## config.mk

```make
export PLATFORM = sky130hd
export DESIGN_NAME = aes_key_sched_ctrl
export DESIGN_NICKNAME = d
export VERILOG_FILES = /design/src/rtl/aes_ks_ctrl_pkg.sv /design/src/rtl/aes_key_sched_ctrl.sv
export SDC_FILE = /design/constraint.sdc
export NUM_CORES = 1
export LEC_CHECK = 0
export ABC_AREA = 1
export ABC_CLOCK_PERIOD_IN_PS = 2900
export CAP_MARGIN = 20
export CORE_MARGIN = 4
export CORE_UTILIZATION = 65
export CTS_CLUSTER_DIAMETER = 150
export DETAILED_ROUTE_END_ITERATION = 7
export DONT_BUFFER_PORTS = 1
export HOLD_SLACK_MARGIN = 0.15
export PLACE_DENSITY = 0.88
export SLEW_MARGIN = 30
export SYNTH_ARGS = -nofsm -noshare
export SYNTH_HDL_FRONTEND = slang
export SYNTH_SLANG_ARGS = --single-unit
export TNS_END_PERCENT = 1
```

## constraint.sdc

```tcl
create_clock -name clk -period 2.9 [get_ports clk]
set_input_delay 0.435 -clock clk [delete_from_list [all_inputs] [get_ports clk]]
set_output_delay 0.435 -clock clk [all_outputs]
set_load 0.01 [all_outputs]
```

## src/rtl/aes_ks_ctrl_pkg.sv

```systemverilog
// Shared encodings for the AES-128 key-schedule sequencing controller.
// Control codes match the iterative scheduler's control_signal input.
package aes_ks_ctrl_pkg;

  localparam int NR    = 10;
  localparam int IDX_W = 4;

  localparam logic [IDX_W-1:0] NR_IDX = IDX_W'(NR);

  localparam logic [1:0] KS_HOLD = 2'b00;
  localparam logic [1:0] KS_LOAD = 2'b01;
  localparam logic [1:0] KS_FWD  = 2'b10;
  localparam logic [1:0] KS_REV  = 2'b11;

  typedef enum logic [1:0] {
    IDLE   = 2'd0,
    WARM   = 2'd1,
    SERVE  = 2'd2,
    REWIND = 2'd3
  } state_e;

endpackage

```

## src/rtl/aes_key_sched_ctrl.sv

```systemverilog
// Sequences the iterative AES-128 key scheduler: load, forward warm-up, serve keys fwd/rev.
// Optional AES_KEY_REUSE_EN adds restart of the key already held in the scheduler.
module aes_key_sched_ctrl
  import aes_ks_ctrl_pkg::*;
(
  input  logic             clk,
  input  logic             rst_n,
  input  logic             key_valid,
  input  logic             mode,
  input  logic             key_adv,
  input  logic             abort,
`ifdef AES_KEY_REUSE_EN
  input  logic             restart,
  input  logic             restart_mode,
`endif
  output logic             key_ready,
  output logic [1:0]       control_signal,
  output logic [IDX_W-1:0] round_number,
  output logic             key_vld,
  output logic [IDX_W-1:0] key_idx,
  output logic             last_key,
  output logic             busy
);

  state_e           state_q, state_d;
  logic [IDX_W-1:0] cur_idx_q, cur_idx_d;
  logic             mode_q, mode_d;
`ifdef AES_KEY_REUSE_EN
  logic             loaded_q, loaded_d;
`endif

  logic [IDX_W-1:0] idx_inc;
  logic [IDX_W-1:0] idx_dec;

  assign idx_inc = cur_idx_q + IDX_W'(1);
  assign idx_dec = cur_idx_q - IDX_W'(1);

  assign key_ready = (state_q == IDLE);
  assign busy      = (state_q != IDLE);
  assign key_vld   = (state_q == SERVE);
  assign key_idx   = cur_idx_q;
  // Final key is NR going forward, 0 going backward.
  assign last_key  = key_vld && (mode_q ? (cur_idx_q == '0) : (cur_idx_q == NR_IDX));

  always_comb begin
    state_d        = state_q;
    cur_idx_d      = cur_idx_q;
    mode_d         = mode_q;
    control_signal = KS_HOLD;
    round_number   = cur_idx_q;
`ifdef AES_KEY_REUSE_EN
    loaded_d       = loaded_q;
`endif

    case (state_q)
      IDLE: begin
        round_number = '0;
        if (key_valid) begin
          control_signal = KS_LOAD;
          cur_idx_d      = '0;
          mode_d         = mode;
          state_d        = mode ? WARM : SERVE;
        end
`ifdef AES_KEY_REUSE_EN
        // Reuse the retained key: it sits at index 0 or NR after a completed pass.
        else if (restart && loaded_q) begin
          mode_d = restart_mode;
          if (restart_mode) begin
            state_d = (cur_idx_q == NR_IDX) ? SERVE : WARM;
          end else begin
            state_d = (cur_idx_q == '0) ? SERVE : REWIND;
          end
        end
`endif
      end

      WARM: begin
        if (abort) begin
          state_d = IDLE;
        end else begin
          control_signal = KS_FWD;
          round_number   = idx_inc;
          cur_idx_d      = idx_inc;
          if (idx_inc == NR_IDX) begin
            state_d = SERVE;
          end
        end
      end

      SERVE: begin
        if (abort) begin
          state_d = IDLE;
        end else if (key_adv) begin
          if (last_key) begin
            state_d = IDLE;
`ifdef AES_KEY_REUSE_EN
            loaded_d = 1'b1;
`endif
          end else if (!mode_q) begin
            control_signal = KS_FWD;
            round_number   = idx_inc;
            cur_idx_d      = idx_inc;
          end else begin
            control_signal = KS_REV;
            round_number   = cur_idx_q;
            cur_idx_d      = idx_dec;
          end
        end
      end

`ifdef AES_KEY_REUSE_EN
      REWIND: begin
        if (abort) begin
          state_d = IDLE;
        end else begin
          control_signal = KS_REV;
          round_number   = cur_idx_q;
          cur_idx_d      = idx_dec;
          if (cur_idx_q == IDX_W'(1)) begin
            state_d = SERVE;
          end
        end
      end
`endif

      default: begin
        state_d = IDLE;
      end
    endcase

`ifdef AES_KEY_REUSE_EN
    if (abort && (state_q != IDLE)) begin
      loaded_d = 1'b0;
    end
`endif

    // Keep the scheduler idle while this block is held in reset.
    if (!rst_n) begin
      control_signal = KS_HOLD;
    end
  end

  always_ff @(posedge clk) begin
    if (!rst_n) begin
      state_q   <= IDLE;
      cur_idx_q <= '0;
      mode_q    <= 1'b0;
    end else begin
      state_q   <= state_d;
      cur_idx_q <= cur_idx_d;
      mode_q    <= mode_d;
    end
  end

`ifdef AES_KEY_REUSE_EN
  always_ff @(posedge clk) begin
    if (!rst_n) begin
      loaded_q <= 1'b0;
    end else begin
      loaded_q <= loaded_d;
    end
  end
`endif

endmodule
```

== After elaboration in Yosys (flattened, before gate mapping) ==
Cells that the tools add are included.

* Latch bits: 0
* Word-level logic and storage cells: 53
* Memories kept: 0
* Input bits: 6
* Bits in writable memories: 0
* Register bits after elaboration: 7
* ROM bits: 0

* $lt $le $gt $ge: 0
* Equal/unequal tests: 11
* Mux-type cells: 29
* Shift operators: 0
* Multipliers: 0
* Add/sub/neg operators: 2
* Bitwise gates (word level): 0
* Reductions and logical operators: 8
* Divide/modulo/power cells: 0

{| class="wikitable"
|+ Operator list
! cell !! count
|-
| two-way mux 4 bit || 10
|-
| two-way mux 2 bit || 12
|-
| one-hot mux 4 bit (3 select lines) || 2
|-
| one-hot mux 2 bit (3 select lines) || 2
|-
| equality test 4 bit (second input constant) || 2
|-
| inequality test 2 bit (second input constant) || 4
|-
| inequality test 3 bit (second input constant) || 2
|-
| AND reduction 5 bit || 1
|-
| adder 4 x 1 -> 4 bit (second input constant) || 1
|-
| zero test 4 bit || 1
|-
| AND reduction 4 bit || 1
|-
| subtractor 4 x 1 -> 4 bit (second input constant) || 1
|-
| two-way mux 1 bit || 3
|-
| inequality test 3 x 2 -> 1 bit (second input constant) || 1
|-
| nonzero test 3 bit || 1
|-
| equality test 2 x 1 -> 1 bit (second input constant) || 1
|-
| equality test 2 bit (second input constant) || 1
|-
| zero test 2 bit || 1
|-
| AND reduction 2 bit || 1
|-
| nonzero test 2 bit || 1
|-
| logical AND 1 bit || 1
|}

== Logic depth before layout (Yosys ltp) ==
Gate-level depths: netlist of the first run.

* Depth in word-level cells: 8
* Gate-level depth with buffers: 11
* Mapped depth without buffers: 11

== Worst setup path after synthesis of the first run ==
OpenSTA, ideal clock, no wires.

* Path kind: register to output
* From: register cur_idx_q[0] (netlist: key_idx[0])
* To: output control_signal[0]
* Setup slack: 0.847 ns
* Data arrival time: 1.618 ns
* Stages on the path, launching flop included: 8
* Data required time: 2.465 ns
* Path through: dfxtp_1 inv_1 ha_1 nand3_1 nand2_2 nand2_4 nand4_1 a211oi_1

* Cells in the longest elaborated chain, start to end: 8

{| class="wikitable"
|+ RTL lines
! item !! line !! source
|-
| from (decl) || aes_key_sched_ctrl.sv:26 || <nowiki>logic [IDX_W-1:0] cur_idx_q, cur_idx_d;</nowiki>
|-
| from (signal assigned) || aes_key_sched_ctrl.sv:150 || <nowiki>cur_idx_q <= cur_idx_d;</nowiki>
|-
| equality test 4 bit / zero test 4 bit (equally long branches) || aes_key_sched_ctrl.sv:43 || <nowiki>assign last_key = key_vld && (mode_q ? (cur_idx_q == '0) : (cur_idx_q == NR_IDX));</nowiki>
|-
| two-way mux 1 bit * || aes_key_sched_ctrl.sv:43 ||
|-
| logical AND 1 bit * || aes_key_sched_ctrl.sv:43 ||
|-
| two-way mux 2 bit * || aes_key_sched_ctrl.sv:94 || <nowiki>if (last_key) begin</nowiki>
|-
| two-way mux 2 bit * || aes_key_sched_ctrl.sv:93 || <nowiki>end else if (key_adv) begin</nowiki>
|-
| two-way mux 2 bit * || aes_key_sched_ctrl.sv:91 || <nowiki>if (abort) begin</nowiki>
|-
| one-hot mux 2 bit (3 select lines) * || aes_key_sched_ctrl.sv:55 || <nowiki>case (state_q)</nowiki>
|-
| two-way mux 2 bit * || aes_key_sched_ctrl.sv:138 || <nowiki>if (!rst_n) begin</nowiki>
|-
| to (decl) || aes_key_sched_ctrl.sv:17 || <nowiki>output logic [1:0] control_signal,</nowiki>
|}

Every way passes the cells marked *; elsewhere a longest branch is shown, timed or not.

== Worst setup path in the final report of the first run ==
Same ends and word-level chain as after synthesis.

==> impl_metrics.env, run 1 <==
export IMPL_status="complete, no violations"
export IMPL_io_buffers=0
export IMPL_intPower_uw=348
export IMPL_antennaDiodeCount=0
export IMPL_avgViaCountPerCell=6.04
export IMPL_cp_required_ns=2.47
export IMPL_hold_path_class="primary input to flop"
export IMPL_cap_violations=0
export IMPL_dp_cells=165
export IMPL_gp_congestion=0.995
export IMPL_grt_start_max_net_pins=11
export IMPL_fillCellCount=118
export IMPL_seq_area_frac_synth_pct=15.2
export IMPL_drv_slew=0
export IMPL_setup_ws_ns=0.288
export IMPL_clock_sinks=7
export IMPL_yosysMostFrequentCell="nand2_1"
export IMPL_whs_path_depth=2
export IMPL_num_rows=13
export IMPL_setup_tns_final_ns=0
export IMPL_wl_per_cell_um=14.5
export IMPL_r2r_cells=6
export IMPL_comb_power_share_pct=68.5
export IMPL_clockBufferDepth=2
export IMPL_ios=20
export IMPL_antenna_left=0
export IMPL_syn_avg_cell_area_sq_um=6.07
export IMPL_ys_ff_latch=7
export IMPL_antenna_found_initial=0
export IMPL_overflow=0
export IMPL_core_sq_um=1320
export IMPL_synth_common_cells="nand2_1, inv_1, nand3_1, nor2_1"
export IMPL_holdPathEnd="state_q[1]"
export IMPL_drt_pass1_iter_count=4
export IMPL_crit_type="flop to output port"
export IMPL_hold_buffers=0
export IMPL_min_period_ns=2.61
export IMPL_initialDrtViolationCount=72
export IMPL_die_area_sq_um=2090
export IMPL_ys_warn_count=0
export IMPL_finalSetupViolations=0
export IMPL_dp_hpwl_um=1860
export IMPL_clk_latency_ns=0.26
export IMPL_ys_types=23
export IMPL_drc=0
export IMPL_end_kind="output port"
export IMPL_start_util_pct=70.0
export IMPL_peakVddDrop_mv=0.628
export IMPL_netlist_area_sq_um=922
export IMPL_grtUsageTotal_pct=27.7
export IMPL_async_flop_share_pct=0
export IMPL_wl_met1_um=1060
export IMPL_ys_top_cells_by_area="nand2_1, dfxtp_1, ha_1"
export IMPL_relSlewSlack_pct=68.6
export IMPL_power_switching_uw=449
export IMPL_die_width_um=45.7
export IMPL_syn_inst=152
export IMPL_worst_r2r_endpoint="key_idx[1]"
export IMPL_maxClockFrequency_ghz=0.383
export IMPL_stdcell_count=169
export IMPL_timing_final_crit_share_pct=90.1
export IMPL_grt_pass1_wl_um=4190
export IMPL_synth_edff_count=0
export IMPL_worstSetupStartpointType="flop"
export IMPL_grt_setup_unrepaired="no"
export IMPL_hold_start="rst_n"
export IMPL_yosysTopAreaCell="nand2_1"
export IMPL_post_cts_resized=0
export IMPL_power_frac_seq_pct=19.9
export IMPL_drive_above_1_share_pct=11.7
export IMPL_preCtsSetupSlack_ns=0.591
export IMPL_synth_ff_type="dfxtp_1"
export IMPL_crit_fanout=9
export IMPL_cts_htree_levels=1
export IMPL_cts_tree="done"
export IMPL_cp_arrival_ns=2.18
export IMPL_syn_nets=169
export IMPL_syn_to_final_growth_pct=3.26
export IMPL_p_per_area_nw_per_um2=838
export IMPL_tightest_slew_ns=0.470
export IMPL_die_h_um=45.7
export IMPL_finalHoldViolations=0
export IMPL_met2_length_um=1120
export IMPL_p_leak_nw=0.494
export IMPL_nets=172
export IMPL_rr_startpoint="key_idx[0]"
export IMPL_synth_top_cell_area_share_pct=15.9
export IMPL_post_cts_buffers=0
export IMPL_wl_um=2450
export IMPL_vias=1020
export IMPL_clk_pin_slew_ns=0.05
export IMPL_r2r_slack_ns=1.02
export IMPL_swShare_pct=56.3
export IMPL_numCtsBuffers=3
export IMPL_power_share_clock_pct=11.6
export IMPL_dr_max_layer_used="met4"
export IMPL_fin_skew_ns=0.000323
export IMPL_wl_met3_um=236
export IMPL_grt_pass1_vias=939
export IMPL_utilization_pct=72.3
export IMPL_root_buffer="clkbuf_4"
## placed cells by master, fill, tap and decap left out
master and instances:
clkbuf_4 3, a21oi_1 11, a31oi_1 3, nand2_4 1, o211ai_1 1, a211oi_1 1
nand3_1 15, nand3_4 1, ha_1 11, nand4_1 4, nor2_4 2, buf_4 1
nand2_2 1, clkbuf_1 1, dfxtp_1 7, o21ai_0 8, o31ai_1 1, inv_2 6
nor2_1 15, a21oi_2 1, nand2_1 39, o21ai_1 1, inv_1 17, nor3_1 1
nand3_2 2
## cells by family after synthesis
kind of cell    after synthesis  synth area share, %
compound gates               27                 16.3
buf+inv                      26                 11.8
fa+ha+maj                    11                 14.9
simple gates                 81                 41.8
flops                         7                 15.2
## worst max-delay path by stage
stage,cells after the start,startpoint,to
CTS,7,key_idx[0],control_signal[0]
detailed placement,7,key_idx[0],control_signal[0]
global route,7,key_idx[0],control_signal[0]
floorplan,7,key_idx[0],control_signal[0]
global placement,7,key_idx[0],control_signal[0]
finish,7,key_idx[0],control_signal[0]
## critical path, stage by stage (launching register included)
cell	delay (ns)
dfxtp_1	0.54
inv_1	0.24
ha_1	0.26
nand3_1	0.09
nand2_2	0.07
nand2_4	0.12
nand4_1	0.15
a211oi_1	0.44
## power by group through the flow
stage	registers, mW	logic, mW	clock network (mW)
2_1_floorplan	0.143	0.455	0
3_3_place_gp	0.158	0.525	0
3_5_place_dp	0.160	0.536	0
4_1_cts	0.158	0.539	0.0958
5_1_grt	0.164	0.613	0.104
6_report	0.158	0.546	0.0927
## flip-flops by register name, summed over array words and instances (netlist names)
signal,count
key_idx,4
mode_q,1
state_q,2
## through the flow
stage / power, mW / instance area (sq um) / hold WS, ns
floorplan: 0.597 / 922 / 0.555
global placement: 0.683 / 926 / 0.560
detailed placement: 0.696 / 926 / 0.570
CTS: 0.792 / 952 / 0.295
global route: 0.880 / 952 / 0.310
finish: 0.798 / 952 / 0.299
## cell type report
| cell class | instances | area [sq um] | area share (%) |
|---|---|---|---|
| Sequential cell | 7 | 140 | 14.7 |
| Clock buffer | 4 | 26.3 | 2.76 |
| Tap cell | 15 | 18.8 | 1.97 |
| Inverter | 23 | 86.3 | 9.07 |
| Multi-Input combinational cell | 119 | 673 | 70.7 |
| Timing Repair Buffer | 1 | 7.51 | 0.788 |
## routing by layer
metal	vias to the layer above	GRT usage (%)
li1	505	-
met1	443	36.7
met2	66	41.5
met3	6	9.49
met4	0	8.77
met5	-	0
Note: power is estimated with default switching activity, not from simulation.
==> run 2: changes to the inputs <==
- MAX_ROUTING_LAYER: not set -> met4
==> impl_metrics.env, run 2 (synthesis results as in run 1) <==
export IMPL_finalSetupViolations=0
export IMPL_path_delay_family="flip-flops"
export IMPL_drv_slew=0
export IMPL_dp_hpwl_um=1800
export IMPL_start_util_pct=70.0
export IMPL_avgViaCountPerCell=5.98
export IMPL_grt_setup_unrepaired="no"
export IMPL_num_rows=13
export IMPL_grt_pass1_wl_um=3820
export IMPL_initialDrtViolationCount=59
export IMPL_cts_htree_levels=1
export IMPL_die_area_sq_um=2090
export IMPL_io_buffers=0
export IMPL_p_per_area_nw_per_um2=829
export IMPL_fin_skew_ns=0.00286
export IMPL_antennaDiodeCount=0
export IMPL_clk_latency_ns=0.25
export IMPL_tightest_slew_ns=0.478
export IMPL_gp_congestion=0.948
export IMPL_drc=0
export IMPL_timing_final_crit_share_pct=88.7
export IMPL_worstSetupStartpointType="flop"
export IMPL_drt_pass1_iter_count=5
export IMPL_crit_fanout=9
export IMPL_setup_tns_final_ns=0
export IMPL_maxClockFrequency_ghz=0.389
export IMPL_post_cts_buffers=0
export IMPL_ff_latch_area_sq_um=140
export IMPL_numCtsBuffers=3
export IMPL_vias=1011
export IMPL_total_power_uw=789
export IMPL_fillCellCount=121
export IMPL_finalHoldViolations=0
export IMPL_grt_pass1_vias=925
export IMPL_cap_violations=0
export IMPL_setup_ws_ns=0.328
export IMPL_p_leak_nw=0.494
export IMPL_core_sq_um=1320
export IMPL_wl_um=2350
export IMPL_mostFrequentLayoutCell="nand2_1"
export IMPL_antenna_left=0
export IMPL_clock_sinks=7
export IMPL_cp_arrival_ns=2.14
export IMPL_preCtsSetupSlack_ns=0.613
export IMPL_clockBufferDepth=2
export IMPL_min_period_ns=2.57
export IMPL_clk_pin_slew_ns=0.05
export IMPL_r2r_slack_ns=1.06
export IMPL_hold_buffers=0
export IMPL_ios=20
export IMPL_crit_chain="inv_1 -> ha_1 -> nand3_1 -> nand2_2 -> nand2_4 -> nand4_1 -> a211oi_1"
export IMPL_final_cell_mix="nand2_1, inv_1, nand3_1, nor2_1"
export IMPL_crit_type="flop to output port"
export IMPL_overflow=0
export IMPL_cpMaxStageDelayCell="dfxtp_1"
export IMPL_largest_register_ffs=4
export IMPL_syn_to_final_growth_pct=3.26
export IMPL_root_buffer="clkbuf_4"
export IMPL_grtUsageTotal_pct=25.3
export IMPL_status="complete, no violations"
export IMPL_hold_path_class="primary input to flop"
export IMPL_post_cts_resized=0
export IMPL_nets=172
export IMPL_relSlewSlack_pct=68.1
export IMPL_end_kind="output port"
export IMPL_multi_input_area_sq_um=673
export IMPL_cp_num_buf_inv=1
export IMPL_antenna_found_initial=0
export IMPL_die_width_um=45.7
export IMPL_peakVddDrop_mv=0.648
export IMPL_wl_per_cell_um=13.9
export IMPL_die_h_um=45.7
export IMPL_critical_path_max_stage_delay_ns=0.53
export IMPL_drive_above_1_share_pct=11.7
export IMPL_cts_tree="done"
export IMPL_cp_required_ns=2.47
export IMPL_grt_start_max_net_pins=11
## run 2: cell counts in the layout (fill, tap and decap cells not counted)
No cell type changed its count.
## run 2: layer usage
metal	share of wire, %	global-route usage [%]	up-vias
li1	-	-	502
met1	40	31.6	420
met2	45	39.8	76
met3	12	7.11	13
met4	2.9	5.85	0
met5	0	-	-
## run 2: where the power goes
group	total, mW	internal, mW	switching, mW
Sequential	0.159	0.121	0.0388
Combinational	0.542	0.174	0.367
Clock	0.0882	0.0525	0.0357
Total	0.789	0.347	0.442
## run 2: final timing paths
path	startpoint	endpoint	cells after the start
worst max-delay path	key_idx[0]	control_signal[0]	7
worst min-delay path	rst_n	state_q[1]	2
worst max register to register	key_idx[0]	key_idx[1]	6
worst min register to register	state_q[1]	state_q[1]	4
## run 2: stage by stage
step           area (sq um)  hold WS [ns]  utilization, %  cells
3_3_place_gp            926         0.559            70.3    165
6_report                952         0.301            72.3    169
5_1_grt                 952         0.314            72.3    169
2_1_floorplan           922         0.555               -    152
4_1_cts                 952         0.298            72.3    169
3_5_place_dp            926         0.563            70.3    165
## run 2: cell type report
cell class,instances,area share [%]
Tap cell,15,1.97
Inverter,23,9.07
Multi-Input combinational cell,119,70.7
Clock buffer,4,2.76
Sequential cell,7,14.7
Timing Repair Buffer,1,0.788
==> RTL change 1, RTL diff (config.mk and constraints of run 1) <==
The 4 states of `state_e` get a one-hot encoding in 4 bits.
--- a/src/rtl/aes_ks_ctrl_pkg.sv
+++ b/src/rtl/aes_ks_ctrl_pkg.sv
@@ -12,11 +12,11 @@
   localparam logic [1:0] KS_FWD  = 2'b10;
   localparam logic [1:0] KS_REV  = 2'b11;
 
-  typedef enum logic [1:0] {
-    IDLE   = 2'd0,
-    WARM   = 2'd1,
-    SERVE  = 2'd2,
-    REWIND = 2'd3
+  typedef enum logic [3:0] {
+    IDLE   = 4'b0001,
+    WARM   = 4'b0010,
+    SERVE  = 4'b0100,
+    REWIND = 4'b1000
   } state_e;
 
 endpackage
Function: same outputs for any inputs over 10 cycles, from zero or initial values and one cycle with rst_n low; not proved beyond that.
==> RTL change 1 against run 1 <==
Routed wire length is 1.2% lower. Count of clock-buffer cells in the layout shrank 1. Synthesized cell count up 1.3%. Core utilization increased by 0.76 points. Setup slack improved by 0.16 ns. Sequential cell count rose by 1. Non-clock buffer count is the same. Final area grew 3.5%. Area after synthesis grew 3.7%.
Power is not compared: it rests on default switching activity, and its combinational part moved more than twofold at a synthesized area within 25%.
==> RTL change 1: results (changes against run 1) <==
Place
  • GP Congestion: 0.9287 (-6.6%)
  • Post-DP HPWL: 1.906 mm (+2.4%)
  • Post-DP Area: 963.4 sq um (+4.1%)

Critical path
  • Worst R2R Setup Slack: 1.04 ns (+0.02 ns)
  • Worst setup path endpoint: round_number[2]
  • FF-to-FF path depth: 8 (+2)
  • Crit path largest cell delay: 0.56 ns (+0.02 ns)
  • Crit path max fanout: 11 (+2)
  • Critical-path top delay cell: dfxtp_1
  • Origin of the worst setup path: key_idx[0]
  • Crit path DAT: 2.02 ns (-0.16 ns)

Synthesis
  • Seq/Total Area, Yosys: 16.75% (+1.6 points)
  • Top post-synthesis cells by count: nand2_1, inv_1, nand3_1
  • Largest area contributor in the netlist: nand2_1
  • Net Count, Synth: 167 (-1.2%)
  • Largest cells by area after synthesis: nand2_1, dfxtp_1, ha_1, inv_1, nand3_1
  • Synth unique cells: 24 (+4.3%)
  • Syn_area_per_cell: 6.207 sq um (+2.3%)

Timing
  • Slew headroom: 71.37% (+2.7 points)
  • Fin Clk Skew: 0.006102 ns (+0.005779 ns)

GRT
  • First-pass GRT wire length: 3.870 mm (-7.6%)
  • Vias in the first global route: 849 (-9.6%)
  • Largest net degree at the start of global routing: 12 (+1)
  • Initial antenna violation count: 0 (unchanged)
  • GRT Total Usage: 25.06% (-2.6 points)

Clocking
  • Post_cts resized: 0 (unchanged)
  • Htree depth: 1 (unchanged)
  • Root buffer cell: clkbuf_4
  • Max clock buf depth: 2 (unchanged)
  • Skew-Pair Late Insertion Delay: 0.26 ns (about the same)
  • CTS clk-pin slew, worst paths: 0.05 ns (about the same)

Final layout
  • Fillers: 126 (+6.8%)
  • Number of flip-flops in the largest register: 4 (unchanged)
  • Fraction of layout cells with a size suffix above 1: 13.46% (+1.8 points)

Route
  • Routed length per placed instance: 14.17 um (-2.3%)
  • Vias: 1028 (+0.78%)
  • Initial DRC Count: 30 (-58%)
  • Final wirelength: 2.423 mm (-1.2%)

Power and ir drop
  • Leakage: 0.5477 nW
  • Peak VDD IR: 333.0 uV

Run status
  • Status: completed
-- RTL change 1: changes by cell type after synthesis, moves of 3 or more --
| cell | run 1 | this run |
|---|---|---|
| nand2_4 | 1 | 5 |
| inv_2 | 6 | 1 |
| buf_4 | 3 | 0 |
| ha_1 | 11 | 7 |
| inv_1 | 17 | 21 |
| nor2_1 | 15 | 12 |
| a31oi_1 | 3 | 0 |
| nand4_1 | 4 | 7 |
| nand2_1 | 39 | 44 |
-- RTL change 1: worst min path at each step --
stage                  to  depth (start not counted)  startpoint  slack (ns)
2_1_floorplan  state_q[0]                          1       rst_n        0.52
3_3_place_gp   state_q[0]                          1       rst_n        0.53
3_5_place_dp   state_q[0]                          1       rst_n        0.53
4_1_cts        state_q[0]                          1       rst_n        0.27
5_1_grt        state_q[0]                          1       rst_n        0.27
6_report       state_q[0]                          1       rst_n        0.27
-- RTL change 1: kinds of logic after synthesis --
kind of cell    after synthesis  share of synthesized area, %
simple gates                 92                         50.00
xor+xnor                      1                        0.9164
buf+inv                      25                         11.26
fa+ha+maj                     7                         9.162
compound gates               21                         11.91
flops                         8                         16.75
-- RTL change 1: report_power, final --
part / switching [W] / internal [W]
Sequential: 0.0000274 / 0.000124
Clock: 0.0000365 / 0.0000472
Combinational: 0.000156 / 0.0000787
Total: 0.000219 / 0.000250
-- RTL change 1: layout make-up --
| class | count | area share (%) |
|---|---|---|
| Clock buffer | 3 | 2.284 |
| Inverter | 23 | 9.010 |
| Multi-Input combinational cell | 121 | 69.80 |
| Sequential cell | 8 | 16.24 |
| Tap cell | 15 | 1.904 |
| Timing Repair Buffer | 1 | 0.7614 |
-- RTL change 1: through the flow --
step	util, %	worst slack [ns]
global placement	71.36	0.8069
CTS	73.03	0.4623
detailed placement	71.36	0.7328
floorplan	-	0.9115
finish	73.03	0.4436
global route	73.03	0.2362
-- RTL change 1: per-layer routing --
| layer | share of wire, % | track usage [%] |
|---|---|---|
| met2 | 46 | 39.01 |
| met4 | 0.99 | 6.818 |
| met5 | 0 | 0 |
| met1 | 45 | 34.10 |
| met3 | 7.9 | 5.859 |
==> RTL change 2, RTL diff (settings of run 1) <==
Made on the original files. Add a define of `AES_KEY_REUSE_EN`.
--- a/src/rtl/aes_key_sched_ctrl.sv
+++ b/src/rtl/aes_key_sched_ctrl.sv
@@ -1,5 +1,7 @@
 // Sequences the iterative AES-128 key scheduler: load, forward warm-up, serve keys fwd/rev.
 // Optional AES_KEY_REUSE_EN adds restart of the key already held in the scheduler.
+`define AES_KEY_REUSE_EN
+
 module aes_key_sched_ctrl
   import aes_ks_ctrl_pkg::*;
 (
Interface: changed (added restart and restart_mode); port bits go from 20 to 22. No check against the original RTL was run, so the function may have changed too.
==> RTL change 2 against run 1 <==
Routed wire length down 3.5%. Via count about the same. Final area rose by 1.2%. Synthesized cell count up 4.6%. Setup slack better by 0.14 ns. Register-to-register slack improved by 0.10 ns. Sequential cell count up 1. Worst hold slack lost 0.018 ns. Total power fell by 33%. Area after synthesis up 0.41%.
==> RTL change 2: results (changes against run 1) <==
GRT
  • GRT Total Usage: 26.87% (-0.80 points)
  • First-pass GRT wire length: 4.057 mm (-3.1%)
  • Initial antenna violation count: 0 (unchanged)
  • Vias in the first global route: 944 (+0.53%)
  • Largest net degree at the start of global routing: 13 (+2)

Timing
  • Fin Clk Skew: 0.001813 ns (+0.001490 ns)
  • Final Slew Violations: 0 (unchanged)
  • Setup TNS: 0 ns (unchanged)
  • Slew headroom: 72.37% (+3.7 points)

Clocking
  • Post CTS Setup Buffer Count: 0 (unchanged)
  • Skew-Pair Late Insertion Delay: 0.25 ns
  • CTS clk-pin slew, worst paths: 0.05 ns (about the same)
  • CTS Buf Count: 3 (unchanged)
  • Post_cts resized: 0 (unchanged)
  • Htree depth: 1 (unchanged)
  • Root buffer cell: clkbuf_4
  • Max clock buf depth: 2 (unchanged)

Critical path
  • Crit path max fanout: 9 (unchanged)
  • Top Family by Delay on Critical Path: flip-flops
  • Crit path largest cell delay: 0.53 ns
  • Critical-path top delay cell: dfxtp_1
  • Crit path DAT: 2.04 ns (-0.14 ns)

Route
  • Initial DRC Count: 39 (-46%)
  • First drt pass iteration count: 4 (unchanged)
  • Via density: 5.801 (-3.9%)
  • Routed length per placed instance: 13.44 um (-7.3%)

Synthesis
  • Seq/Total Area, Yosys: 17.30% (+2.1 points)
  • Synth unique cells: 25 (+8.7%)
  • Ys flop type: dfxtp_1
  • Top post-synthesis cells by count: nand2_1, nand3_1, a21oi_1, inv_1, nor2_1
  • Net Count, Synth: 173 (+2.4%)
  • Largest cells by area after synthesis: nand2_1, dfxtp_1, nand3_1, ha_1, a21oi_1
  • Async SR Flop Fraction: 0% (unchanged)
  • YS warnings: 0 (unchanged)

Final layout
  • Final net count: 177 (+2.9%)
  • Number of flip-flops in the largest register: 4 (unchanged)
  • Fillers: 124 (+5.1%)
  • # diodes: 0 (unchanged)
  • Fraction of layout cells with a size suffix above 1: 14.91% (+3.2 points)

Worst hold path
  • Min-delay worst type: primary input to flip-flop

Run status
  • Status: completed

Power and ir drop
  • Peak VDD IR: 370.6 uV (-41%)
  • Leakage: 0.4898 nW (-0.95%)

Place
  • GP Congestion: 0.9036 (-9.2%)
  • Post-DP HPWL: 1.904 mm (+2.3%)
  • Port-buffer cells: 0 (unchanged)
==> RTL change 2: logic make-up (layout without fill, tap and decap cells) <==
| kind of cell | after synthesis | after routing | share of synthesized area (%) |
|---|---|---|---|
| xor gates and xnor gates | 2 | 2 | 1.892 |
| adders and majority gates | 6 | 6 | 8.108 |
| and+or+nand+nor | 94 | 94 | 47.84 |
| buffers and inverters | 23 | 25 | 9.730 |
| DFF | 8 | 8 | 17.30 |
| AOI/OAI and AO/OA | 26 | 26 | 15.14 |
==> RTL change 2: power by group <==
part / total [W] / internal, W / switching [W]
Sequential: 0.000157 / 0.000127 / 0.0000302
Clock: 0.0000813 / 0.0000471 / 0.0000342
Combinational: 0.000299 / 0.0000935 / 0.000205
Total: 0.000537 / 0.000267 / 0.000270
==> RTL change 2: layout make-up <==
| cell class | count | share of cell area, % |
|---|---|---|
| clock buffer | 3 | 2.338 |
| inverter | 21 | 8.182 |
| multi-input combinational | 128 | 70.13 |
| sequential | 8 | 16.62 |
| tap | 15 | 1.948 |
| timing repair buffer | 1 | 0.7792 |
==> RTL change 2: metrics by stage <==
stage	total power (W)	instances	util [%]	cell area (sq um)	worst slack (ns)
after global placement	0.0004446	173	71.41	940.9	0.7969
after CTS	0.0005365	176	73.12	963.4	0.4211
after detailed placement	0.0004536	173	71.41	940.9	0.7021
after floorplan	0.0003926	159	-	925.9	0.8305
final	0.0005372	176	73.12	963.4	0.4254
after global routing	0.0005881	176	73.12	963.4	0.2424
==> RTL change 2: path summary, 6_finish.rpt <==
| check | startpoint | to | slack (ns) | cells after the start |
|---|---|---|---|---|
| setup reg to reg | key_idx[1] | key_idx[1] | 1.12 | 9 |
| setup / recovery | key_idx[1] | control_signal[0] | 0.43 | 9 |
| hold / removal | rst_n | state_q[0] | 0.28 | 2 |
| hold reg to reg | loaded_q | loaded_q | 0.48 | 2 |
==> RTL change 2: routing by layer <==
metal / GRT usage, % / up-vias / wire, um
met5: 0 / - / 0
met4: 14.20 / 0 / 41
met3: 3.162 / 6 / 220
met2: 39.83 / 54 / 1084
met1: 37.62 / 440 / 1020
li1: - / 521 / -
